$ cat config.mk
export PLATFORM = sky130hd
export DESIGN_NAME = vpu_result_collector
export DESIGN_NICKNAME = d
export VERILOG_FILES = /design/src/rtl/vpu_collect_pkg.sv /design/src/rtl/vpu_lane_fifo.sv /design/src/rtl/vpu_result_collector.sv
export SDC_FILE = /design/constraint.sdc
export NUM_CORES = 1
export LEC_CHECK = 0
export BUFFER_PORTS_ARGS = -buffer_cell sky130_fd_sc_hd__buf_2
export CAP_MARGIN = 20
export CORE_MARGIN = 5
export CORE_UTILIZATION = 59
export DETAILED_ROUTE_END_ITERATION = 6
export PLACE_DENSITY = 0.85
export SYNTH_ARGS = -nofsm -noshare
export SYNTH_HDL_FRONTEND = slang
export SYNTH_HIERARCHICAL = 1
export SYNTH_SLANG_ARGS = --single-unit
$ cat constraint.sdc
create_clock -name clk -period 5.2 [get_ports clk]
set_clock_uncertainty 0.15 [all_clocks]
set_input_delay 1.56 -clock clk [delete_from_list [all_inputs] [get_ports clk]]
set_output_delay 1.56 -clock clk [all_outputs]
set_load 0.01 [all_outputs]
$ cat src/rtl/vpu_collect_pkg.sv
// ============================================================================
// vpu_collect_pkg
// Shared types and default widths for the VPU result collector.
// Revision: 1.0
// ============================================================================
`default_nettype none

package vpu_collect_pkg;

    localparam int VPU_WIDTH_DEF     = 4;
    localparam int DATA_WIDTH_IN_DEF = 32;
    localparam int LANE_DEPTH_DEF    = 4;
    localparam int ADDR_WIDTH_DEF    = 16;
    localparam int ROWS_WIDTH_DEF    = 16;
    localparam int STAT_WIDTH        = 32;

    typedef enum logic [1:0] {
        ST_IDLE  = 2'd0,
        ST_RUN   = 2'd1,
        ST_DRAIN = 2'd2,
        ST_DONE  = 2'd3
    } collect_state_e;

endpackage

`default_nettype wire

$ cat src/rtl/vpu_lane_fifo.sv
// ============================================================================
// vpu_lane_fifo
// Per-lane skew FIFO; a push into a full FIFO succeeds when a pop coincides.
// Revision: 1.0
// ============================================================================
`default_nettype none

module vpu_lane_fifo #(
    parameter int DATA_WIDTH = 32,
    parameter int DEPTH      = 4
) (
    input  logic                  clk,
    input  logic                  rst,
    input  logic                  i_push,
    input  logic [DATA_WIDTH-1:0] i_data,
    input  logic                  i_pop,
    output logic [DATA_WIDTH-1:0] o_data,
    output logic                  o_full,
    output logic                  o_empty
);

    localparam int AW = $clog2(DEPTH);
    localparam logic [AW:0]   c_full_cnt = (AW+1)'(DEPTH);
    localparam logic [AW:0]   c_cnt_one  = (AW+1)'(1);
    localparam logic [AW-1:0] c_ptr_one  = AW'(1);

    logic [DATA_WIDTH-1:0] r_mem [DEPTH];
    logic [AW-1:0]         r_wr_ptr;
    logic [AW-1:0]         r_rd_ptr;
    logic [AW:0]           r_count;
    logic                  w_do_push;
    logic                  w_do_pop;

    assign o_full    = (r_count == c_full_cnt);
    assign o_empty   = (r_count == '0);
    assign o_data    = r_mem[r_rd_ptr];
    assign w_do_pop  = i_pop && !o_empty;
    assign w_do_push = i_push && (!o_full || w_do_pop);

    // Storage carries no reset; validity is tracked by the count alone.
    always_ff @(posedge clk) begin
        if (w_do_push) begin
            r_mem[r_wr_ptr] <= i_data;
        end
    end

    always_ff @(posedge clk) begin
        if (rst) begin
            r_wr_ptr <= '0;
            r_rd_ptr <= '0;
            r_count  <= '0;
        end else begin
            if (w_do_push) begin
                r_wr_ptr <= r_wr_ptr + c_ptr_one;
            end
            if (w_do_pop) begin
                r_rd_ptr <= r_rd_ptr + c_ptr_one;
            end
            if (w_do_push && !w_do_pop) begin
                r_count <= r_count + c_cnt_one;
            end else if (w_do_pop && !w_do_push) begin
                r_count <= r_count - c_cnt_one;
            end
        end
    end

endmodule

`default_nettype wire

$ cat src/rtl/vpu_result_collector.sv
// ============================================================================
// vpu_result_collector
// Realigns skewed per-lane VPU results into rows and writes them out with a
// valid/ready handshake. Optional stall counter: VPU_COLLECT_STALL_CNT_EN.
// Revision: 1.0
// ============================================================================
`default_nettype none

module vpu_result_collector
    import vpu_collect_pkg::*;
#(
    parameter int VPU_WIDTH     = VPU_WIDTH_DEF,
    parameter int DATA_WIDTH_IN = DATA_WIDTH_IN_DEF,
    parameter int LANE_DEPTH    = LANE_DEPTH_DEF,
    parameter int ADDR_WIDTH    = ADDR_WIDTH_DEF,
    parameter int ROWS_WIDTH    = ROWS_WIDTH_DEF
) (
    input  logic                            clk,
    input  logic                            rst,
    input  logic                            cfg_start,
    input  logic [ADDR_WIDTH-1:0]           cfg_base_addr,
    input  logic [ROWS_WIDTH-1:0]           cfg_num_rows,
    input  logic signed [DATA_WIDTH_IN-1:0] vpu_data_out [VPU_WIDTH],
    input  logic                            vpu_valid_out [VPU_WIDTH],
    output logic                            wr_valid,
    input  logic                            wr_ready,
    output logic [ADDR_WIDTH-1:0]           wr_addr,
    output logic signed [DATA_WIDTH_IN-1:0] wr_data [VPU_WIDTH],
    output logic                            busy,
    output logic                            done,
    output logic                            overflow_err,
    output logic [STAT_WIDTH-1:0]           stat_stall_cycles
);

    localparam logic [ROWS_WIDTH-1:0] c_row_one  = ROWS_WIDTH'(1);
    localparam logic [ADDR_WIDTH-1:0] c_addr_one = ADDR_WIDTH'(1);

    collect_state_e r_state;
    collect_state_e w_state_nxt;

    logic [ADDR_WIDTH-1:0]           r_addr;
    logic [ADDR_WIDTH-1:0]           r_wr_addr;
    logic [ROWS_WIDTH-1:0]           r_num_rows;
    logic [ROWS_WIDTH-1:0]           r_rows_formed;
    logic [ROWS_WIDTH-1:0]           r_rows_written;
    logic                            r_wr_valid;
    logic                            r_overflow;
    logic signed [DATA_WIDTH_IN-1:0] r_wr_data [VPU_WIDTH];

    logic                            w_start_acc;
    logic                            w_run;
    logic                            w_out_free;
    logic                            w_pop;
    logic                            w_wr_fire;
    logic                            w_last_pop;
    logic                            w_last_write;
    logic [VPU_WIDTH-1:0]            w_empty;
    logic [VPU_WIDTH-1:0]            w_full;
    logic [VPU_WIDTH-1:0]            w_push;
    logic [VPU_WIDTH-1:0]            w_ovf;
    logic signed [DATA_WIDTH_IN-1:0] w_fifo_dout [VPU_WIDTH];

    assign w_start_acc  = (r_state == ST_IDLE) && cfg_start;
    assign w_run        = (r_state == ST_RUN);
    assign w_out_free   = !r_wr_valid || wr_ready;
    // A row pops only when every lane holds a word, so rows stay lane-aligned.
    assign w_pop        = w_run && (w_empty == '0) && w_out_free;
    assign w_wr_fire    = r_wr_valid && wr_ready;
    assign w_last_pop   = w_pop && (r_rows_formed == r_num_rows - c_row_one);
    assign w_last_write = w_wr_fire && (r_rows_written == r_num_rows - c_row_one);

    for (genvar gi = 0; gi < VPU_WIDTH; gi++) begin : g_lane
        logic                  w_req;
        logic [ROWS_WIDTH-1:0] r_cnt;

        assign w_req      = w_run && vpu_valid_out[gi] && (r_cnt < r_num_rows);
        assign w_push[gi] = w_req && (!w_full[gi] || w_pop);
        assign w_ovf[gi]  = w_req && w_full[gi] && !w_pop;

        always_ff @(posedge clk) begin
            if (rst || w_start_acc) begin
                r_cnt <= '0;
            end else if (w_push[gi]) begin
                r_cnt <= r_cnt + c_row_one;
            end
        end

        vpu_lane_fifo #(
            .DATA_WIDTH (DATA_WIDTH_IN),
            .DEPTH      (LANE_DEPTH)
        ) u_fifo (
            .clk     (clk),
            .rst     (rst),
            .i_push  (w_push[gi]),
            .i_data  (vpu_data_out[gi]),
            .i_pop   (w_pop),
            .o_data  (w_fifo_dout[gi]),
            .o_full  (w_full[gi]),
            .o_empty (w_empty[gi])
        );
    end

    always_ff @(posedge clk) begin
        if (rst) begin
            r_state <= ST_IDLE;
        end else begin
            r_state <= w_state_nxt;
        end
    end

    always_comb begin
        w_state_nxt = r_state;
        case (r_state)
            ST_IDLE: begin
                if (cfg_start) begin
                    w_state_nxt = (cfg_num_rows == '0) ? ST_DONE : ST_RUN;
                end
            end
            ST_RUN: begin
                if (w_last_pop) begin
                    w_state_nxt = ST_DRAIN;
                end
            end
            ST_DRAIN: begin
                if (w_last_write) begin
                    w_state_nxt = ST_DONE;
                end
            end
            ST_DONE:  w_state_nxt = ST_IDLE;
            default:  w_state_nxt = ST_IDLE;
        endcase
    end

    always_comb begin
        busy = 1'b0;
        done = 1'b0;
        case (r_state)
            ST_RUN, ST_DRAIN: busy = 1'b1;
            ST_DONE:          done = 1'b1;
            default: begin
                busy = 1'b0;
                done = 1'b0;
            end
        endcase
    end

    always_ff @(posedge clk) begin
        if (rst) begin
            r_wr_valid     <= 1'b0;
            r_wr_addr      <= '0;
            r_addr         <= '0;
            r_num_rows     <= '0;
            r_rows_formed  <= '0;
            r_rows_written <= '0;
            r_overflow     <= 1'b0;
            for (int i = 0; i < VPU_WIDTH; i++) begin
                r_wr_data[i] <= '0;
            end
        end else if (w_start_acc) begin
            r_addr         <= cfg_base_addr;
            r_num_rows     <= cfg_num_rows;
            r_rows_formed  <= '0;
            r_rows_written <= '0;
            r_overflow     <= 1'b0;
        end else begin
            if (w_pop) begin
                r_wr_valid    <= 1'b1;
                r_wr_addr     <= r_addr;
                r_addr        <= r_addr + c_addr_one;
                r_rows_formed <= r_rows_formed + c_row_one;
                for (int i = 0; i < VPU_WIDTH; i++) begin
                    r_wr_data[i] <= w_fifo_dout[i];
                end
            end else if (w_wr_fire) begin
                r_wr_valid <= 1'b0;
            end
            if (w_wr_fire) begin
                r_rows_written <= r_rows_written + c_row_one;
            end
            if (|w_ovf) begin
                r_overflow <= 1'b1;
            end
        end
    end

    assign wr_valid     = r_wr_valid;
    assign wr_addr      = r_wr_addr;
    assign wr_data      = r_wr_data;
    assign overflow_err = r_overflow;

`ifdef VPU_COLLECT_STALL_CNT_EN
    logic [STAT_WIDTH-1:0] r_stall_cnt;

    always_ff @(posedge clk) begin
        if (rst || w_start_acc) begin
            r_stall_cnt <= '0;
        end else if (r_wr_valid && !wr_ready && (r_stall_cnt != '1)) begin
            r_stall_cnt <= r_stall_cnt + STAT_WIDTH'(1);
        end
    end

    assign stat_stall_cycles = r_stall_cnt;
`else
    assign stat_stall_cycles = '0;
`endif

endmodule

`default_nettype wire

==> results.cfg, run 1 <==
[status]
status = completed

[worst_setup_path]
crit_path_start = r_num_rows[5]
slowest_delay_ps = 580
critical_path.top_delay_family = compound AO/OA/AOI/OAI gates
critical_path_arrival_ps = 4990
slowest_stage = dfxtp_1
r2r_setup_slack_ps = 590
required_ps = 5580
critical_path_class = flop to flop
timing.rr.end = g_lane[0].u_fifo/r_count[2]
endpoint = g_lane[0].u_fifo/r_count[2]
endpoint_kind = flop
r2r_cells = 15
crit_top_cell = inv_1
crit_path_cell_trace = inv_1 -> ha_1 -> a21o_1 -> a211oi_1 -> o211ai_1 -> a211oi_2 -> nand3_1 -> inv_1 -> a21boi_2 -> ha_1 -> inv_1 -> fa_1 -> xor2_1 -> or3_2 -> a21oi_1
critPathMaxFanout = 11
worst-path-stages = 15
crit_buf_inv = 3
crit_path_start_kind = flop
reg2reg_from = r_num_rows[5]

[floorplanning]
fp.dieH_microns = 249
die_w_microns = 249
start_util_pct = 59.8
dieArea_sq_mm = 0.0622
std_cell_rows = 87
core_sq_mm = 0.0566
boundaryPins = 348

[power_and_ir_drop]
power_leakage_nw = 13.8
cellPowerDensity_mw_per_mm2 = 400
vdd_drop_max_uv = 410

[cts]
clk_latency_ps = 620
htree_num_levels = 3
holdBufCountCts = 0
cts_made_buffers = 82
clk_pin_slew_ps = 60
cts_tree = done
post_cts_resized = 0
cts.sinks = 824
clockRootBuffer = clkbuf_16
clockBufferDepth = 3
post_cts_buffers = 0

[layout]
multi_input_area_sq_mm = 0.0112
seq_area_sq_mm = 0.0216
layout_common_cells = edfxtp_1 (512), nand2_1 (377), buf_2 (314)
final_common_cell = edfxtp_1
drive_gt1_share_pct = 23.0
final_nets = 3079
area_delta_synth_final_pct = 14.8
nFillCells = 3798

[drt]
first_pass_iters = 5
drc = 0
routedWlPerCell_microns = 22.6
num_vias = 22000
drtIter0Drc = 2002
routed_via_density = 6.02
ant_nets = 0
wl_microns = 82600

[global_route]
gr-total-overflow = 0
grt_util_all_layers_pct = 25.6
grt_first_pass_wirelength_microns = 126000
grt_antenna_before_repair = 32
grt_max_degree = 148
grt_pass1_vias = 22300

[sta]
hold_viol = 0
setup_viol = 0
maxSlewHeadroom_pct = 31.2
setup_slack_ps = 593
final_max_slew_viol_count = 0
max_freq_ghz = 0.217
whs_ps = 301
rsz0062_at_grt = no
fin_crit_sh_pct = 88.6
min_period_ps = 4610
tightest_slew_ps = 1030
tns_ps = 0

[yosys]
ys_ff_latch = 824
synthArstFlopShare_pct = 0
yosysWarnings = 6
netlist_instances = 2507
synth_top_flop_cell = edfxtp_1
ys_seq_area_share_pct = 63.9
synth_area_per_cell_sq_um = 13.5
synth.cell_area_sq_mm = 0.0338
synth_edf_count = 512
ys_types = 80

[place]
dp_slack_ps = 444
dpl.hpwl_microns = 52900
globalplace.congestion = 0.876
io_buffers = 315

[run]
drv_cap = 0

[worst_hold_path]
hold_class = flop to flop
hold_path_depth = 2
## synthesized netlist by cell type (all sizes together), types with 5 or more instances
cell type  count  share of area, %
mux4         128               8.5
o31ai         21              0.52
nand2b        15              0.28
edfxtp       512                45
nor2         134               1.5
o211ai         8              0.18
a21o          14              0.31
dfxtp        312                18
o21ai         36              0.53
xnor2         34              0.88
and3          22              0.41
and4           7              0.18
clkbuf        74              0.85
inv           50              0.55
ha            93               3.4
a21oi        210               3.1
nor4           8              0.24
nor3          17              0.28
or4           19              0.44
xor2          84               2.2
and2          27              0.56
nor2b          7              0.13
mux2i         13              0.38
nand2        380               4.2
nand4         53              0.98
nor3b          5              0.18
nand3         41              0.61
buf           82               1.8
a211oi        18              0.43
o311ai         7              0.18
or3           20              0.38
a21boi         5              0.16
## per-layer routing
| metal | GRT usage [%] | wire (microns) | vias to the layer above |
|---|---|---|---|
| met1 | 31.4 | 30800 | 10900 |
| met4 | 10.3 | 3200 | 22 |
| met3 | 5.98 | 6230 | 249 |
| met5 | 0 | 161 | - |
| li1 | - | - | 9841 |
| met2 | 44.1 | 42200 | 990 |
## report_power, final
group	internal, W	switching (W)
Combinational	0.000723	0.00115
Clock	0.00361	0.00254
Sequential	0.00729	0.000216
## metrics by stage
step                std cells  cell area, sq um  utilization (%)  total power, W
finish                   3661             38800             68.6          0.0155
global route             3660             38800             68.6          0.0161
floorplan                2538             33900                -         0.00890
global placement         3485             35900             63.4         0.00936
detailed placement       3485             35900             63.4         0.00947
CTS                      3638             38700             68.4          0.0156
## kinds of logic after synthesis
group	share of synthesized area, %
xor gates and xnor gates	3.12
buffers and inverters	3.24
DFF	63.9
adders and majority gates	3.68
muxes	9.09
and+or+nand+nor	10.6
AOI/OAI and AO/OA	6.32
other	0.0111
## state kept, by name (all words and copies together), names as in the netlist, named ones only
| register | cells |
|---|---|
| g_lane.u_fifo/r_count | 12 |
| g_lane.u_fifo/r_mem | 512 |
| wr_addr | 16 |
| g_lane.r_cnt | 64 |
| r_num_rows | 16 |
| r_state | 2 |
| g_lane.u_fifo/r_wr_ptr | 8 |
| r_rows_formed | 16 |
| wr_valid | 1 |
| r_addr | 16 |
| g_lane.u_fifo/r_rd_ptr | 8 |
| r_rows_written | 16 |
| overflow_err | 1 |
| wr_data | 128 |
## worst register-to-register path, cell delays in order, from the launching register on
cell and delay (ps):
dfxtp_1 580, inv_1 250, ha_1 390, a21o_1 190, a211oi_1 240, o211ai_1 140, a211oi_2 340, nand3_1 260
inv_1 150, a21boi_2 430, ha_1 270, inv_1 60, fa_1 370, xor2_1 150, or3_2 400, a21oi_1 150
## how the worst min path moves through the flow
| stage | to | slack (ps) | start |
|---|---|---|---|
| after floorplan | wr_addr[15] | 290 | r_addr[15] |
| after global placement | wr_data[65] | 290 | wr_data[65] |
| after detailed placement | wr_data[91] | 290 | wr_data[91] |
| after CTS | wr_data[57] | 300 | wr_data[57] |
| after global routing | wr_data[57] | 310 | wr_data[57] |
| final | wr_data[127] | 300 | wr_data[127] |
## layout make-up
class | count | area share, %
Inverter | 50 | 0.483
Clock inverter | 37 | 1.34
Timing Repair Buffer | 348 | 4.93
Multi-Input combinational cell | 1508 | 29.0
Sequential cell | 824 | 55.7
Antenna cell | 22 | 0.142
Clock buffer | 116 | 5.99
Tap cell | 756 | 2.44
(Power assumes the default switching activity.)
==> inputs of run 2 (changes only) <==
CELL_PAD_IN_SITES_DETAIL_PLACEMENT = 0   (was not set)
CELL_PAD_IN_SITES_GLOBAL_PLACEMENT = 1   (was not set)
CORE_UTILIZATION = 48   (was 59)
PLACE_DENSITY = 0.84   (was 0.85)
SYNTH_HIERARCHICAL = not set   (was 1)
==> run 2 against run 1 <==
Global-route usage is 5.0 points lower; worst setup slack improved by 590 ps; combinational power decreased by 22%; area after synthesis fell by 1.6%; synthesized cell count about the same; non-clock buffer count is 14 higher; design area shrank 0.58%; worst hold slack is essentially flat; critical path depth fell by 1.
==> results.cfg, run 2 <==
[status]
status = completed

[sta]
maxSlewHeadroom_pct = 37.7
setup_viol = 0
tns_ps = 0
final_max_slew_viol_count = 0
rsz0062_at_grt = no
max_freq_ghz = 0.249
whs_ps = 301
tightest_slew_ps = 922
hold_viol = 0
min_period_ps = 4010
fin_crit_sh_pct = 77.2

[worst_setup_path]
slowest_delay_ps = 510
required_ps = 5590
critical_path_arrival_ps = 4400
critical_path_class = flop to flop
crit_buf_inv = 3
crit_path_cell_trace = inv_1 -> ha_1 -> a21o_1 -> a21oi_1 -> o21ai_0 -> o221ai_1 -> buf_4 -> and2_1 -> ha_1 -> inv_1 -> fa_1 -> xor2_1 -> or3_1 -> a21oi_1
worst-path-stages = 14
r2r_cells = 14
critPathMaxFanout = 19
critical_path.top_delay_family = adder cells
endpoint_kind = flop
crit_path_start_kind = flop
slowest_stage = dfxtp_1

[power_and_ir_drop]
p_total_w = 0.0146
p_sw_w = 0.00359
p_sw_share_pct = 24.6
power_leakage_nw = 13.6
cellPowerDensity_mw_per_mm2 = 378
vdd_drop_max_uv = 318
combPwrFrac_pct = 9.9
p_int_w = 0.0110
seqPwrFrac_pct = 50.3
clockPowerShare_pct = 39.8

[place]
dpl.hpwl_microns = 50700
io_buffers = 315
globalplace.congestion = 0.835
place_inst = 3670

[yosys]
ys_ff_latch = 816
synthArstFlopShare_pct = 0
synth_area_per_cell_sq_um = 13.3
netlist_instances = 2505
synth_xor_area_share_pct = 3.08
synth-adder-area-share_pct = 3.74
synth_area_leaders = edfxtp_1 (46%), dfxtp_1 (18%), mux4_2 (8.7%)
synthSimpleGateAreaFrac_pct = 10.8
ys_top_cells_by_count = edfxtp_1 (512), nand2_1 (399), dfxtp_1 (304)
yosysMostFrequentCell = edfxtp_1
synth_compound_area_share_pct = 6.04
yosysWarnings = 0
ys_types = 64
synth.cell_area_sq_mm = 0.0333
synth_top_area_share_pct = 46.2
muxShareOfSynthArea_pct = 9.10
synth_top_family_by_area = simple AND/OR/NAND/NOR gates
synth_top_flop_cell = edfxtp_1
synth_edf_count = 512
synth_largest_area_cell = edfxtp_1
ys_seq_area_share_pct = 64.5

[drt]
wl_microns = 78700
num_vias = 21100
ant_nets = 0
routedWlPerCell_microns = 20.5
drtIter0Drc = 1393
drc = 0
first_pass_iters = 7
routed_via_density = 5.50

[layout]
fin_cells = 3839
regMostFlops = g_lane.u_fifo.r_mem
final_nets = 3091
layout_common_cells = edfxtp_1 (512), nand2_1 (397), buf_2 (314)
area_delta_synth_final_pct = 16.0
largest_reg_flops = 512
drive_gt1_share_pct = 21.8
final_common_cell = edfxtp_1

[cts]
holdBufCountCts = 0
post_cts_buffers = 0
clk_pin_slew_ps = 60
cts.sinks = 816
htree_num_levels = 3
post_cts_resized = 0
cts_tree = done
cts_made_buffers = 85
clk_latency_ps = 620
clockBufferDepth = 3
clockRootBuffer = clkbuf_16

[floorplanning]
boundaryPins = 348
std_cell_rows = 96
dieArea_sq_mm = 0.0747
fp.dieH_microns = 273
start_util_pct = 48.4
die_w_microns = 273
core_sq_mm = 0.0687

[global_route]
grt_pass1_vias = 21500
grt_max_degree = 157
gr-total-overflow = 0
grt_antenna_before_repair = 19
grt_first_pass_wirelength_microns = 121000
grt_util_all_layers_pct = 20.6

[worst_hold_path]
hold_class = flop to flop
hold_path_depth = 2

[run]
drv_cap = 0
[run 2: layer usage]
metal	track usage, %	part of all wire, %	vias up	routed length, microns
met5	0	0.18	-	142
met4	5.88	2.4	20	1850
met3	5.86	7.6	142	5990
met2	34.8	50	631	39100
met1	26.0	40	10500	31600
li1	-	-	9799	-
[run 2: worst paths after layout]
kind / start / to / slack, ps
max reg2reg: r_num_rows[1] / g_lane[0].u_fifo.r_count[2] / 1190
min reg2reg: wr_data[46] / wr_data[46] / 300
max: r_num_rows[1] / g_lane[0].u_fifo.r_count[2] / 1190
min: wr_data[46] / wr_data[46] / 300
[run 2: worst register-to-register path, stage by stage, from the launching register on]
cell and delay (ps):
dfxtp_1 510, inv_1 330, ha_1 380, a21o_1 150
a21oi_1 130, o21ai_0 130, o221ai_1 190, buf_4 270
and2_1 380, ha_1 260, inv_1 70, fa_1 370
xor2_1 180, or3_1 300, a21oi_1 150
[run 2: cell type report]
class | count | area [sq um]
Clock inverter | 38 | 329
Inverter | 48 | 180
Multi-Input combinational cell | 1513 | 11000
Antenna cell | 11 | 27.5
Clock buffer | 120 | 2360
Sequential cell | 816 | 21500
Fill cell | 5559 | 30100
Timing Repair Buffer | 362 | 2010
Tap cell | 931 | 1160
[run 2: cells by family after synthesis]
logic type,after synthesis
adders and majority gates,97
other,1
xor gates and xnor gates,114
DFF,816
AOI/OAI and AO/OA,353
muxes,142
and+or+nand+nor,775
buffers and inverters,207
[run 2: through the flow]
stage                     utilization, %  area (sq um)  setup WS [ps]
after floorplan                        -         33400            739
after global placement              52.2         35900            802
after detailed placement            52.2         35900            715
after CTS                           56.1         38600           1250
after global routing                56.2         38600           1020
final                               56.2         38600           1190
[run 2: power by group through the flow]
stage               Combinational, W  Clock, W  Sequential [W]
detailed placement           0.00143         0         0.00747
floorplan                    0.00100         0         0.00741
global route                 0.00159   0.00623         0.00735
finish                       0.00145   0.00581         0.00733
global placement             0.00139         0         0.00744
CTS                          0.00144   0.00594         0.00733
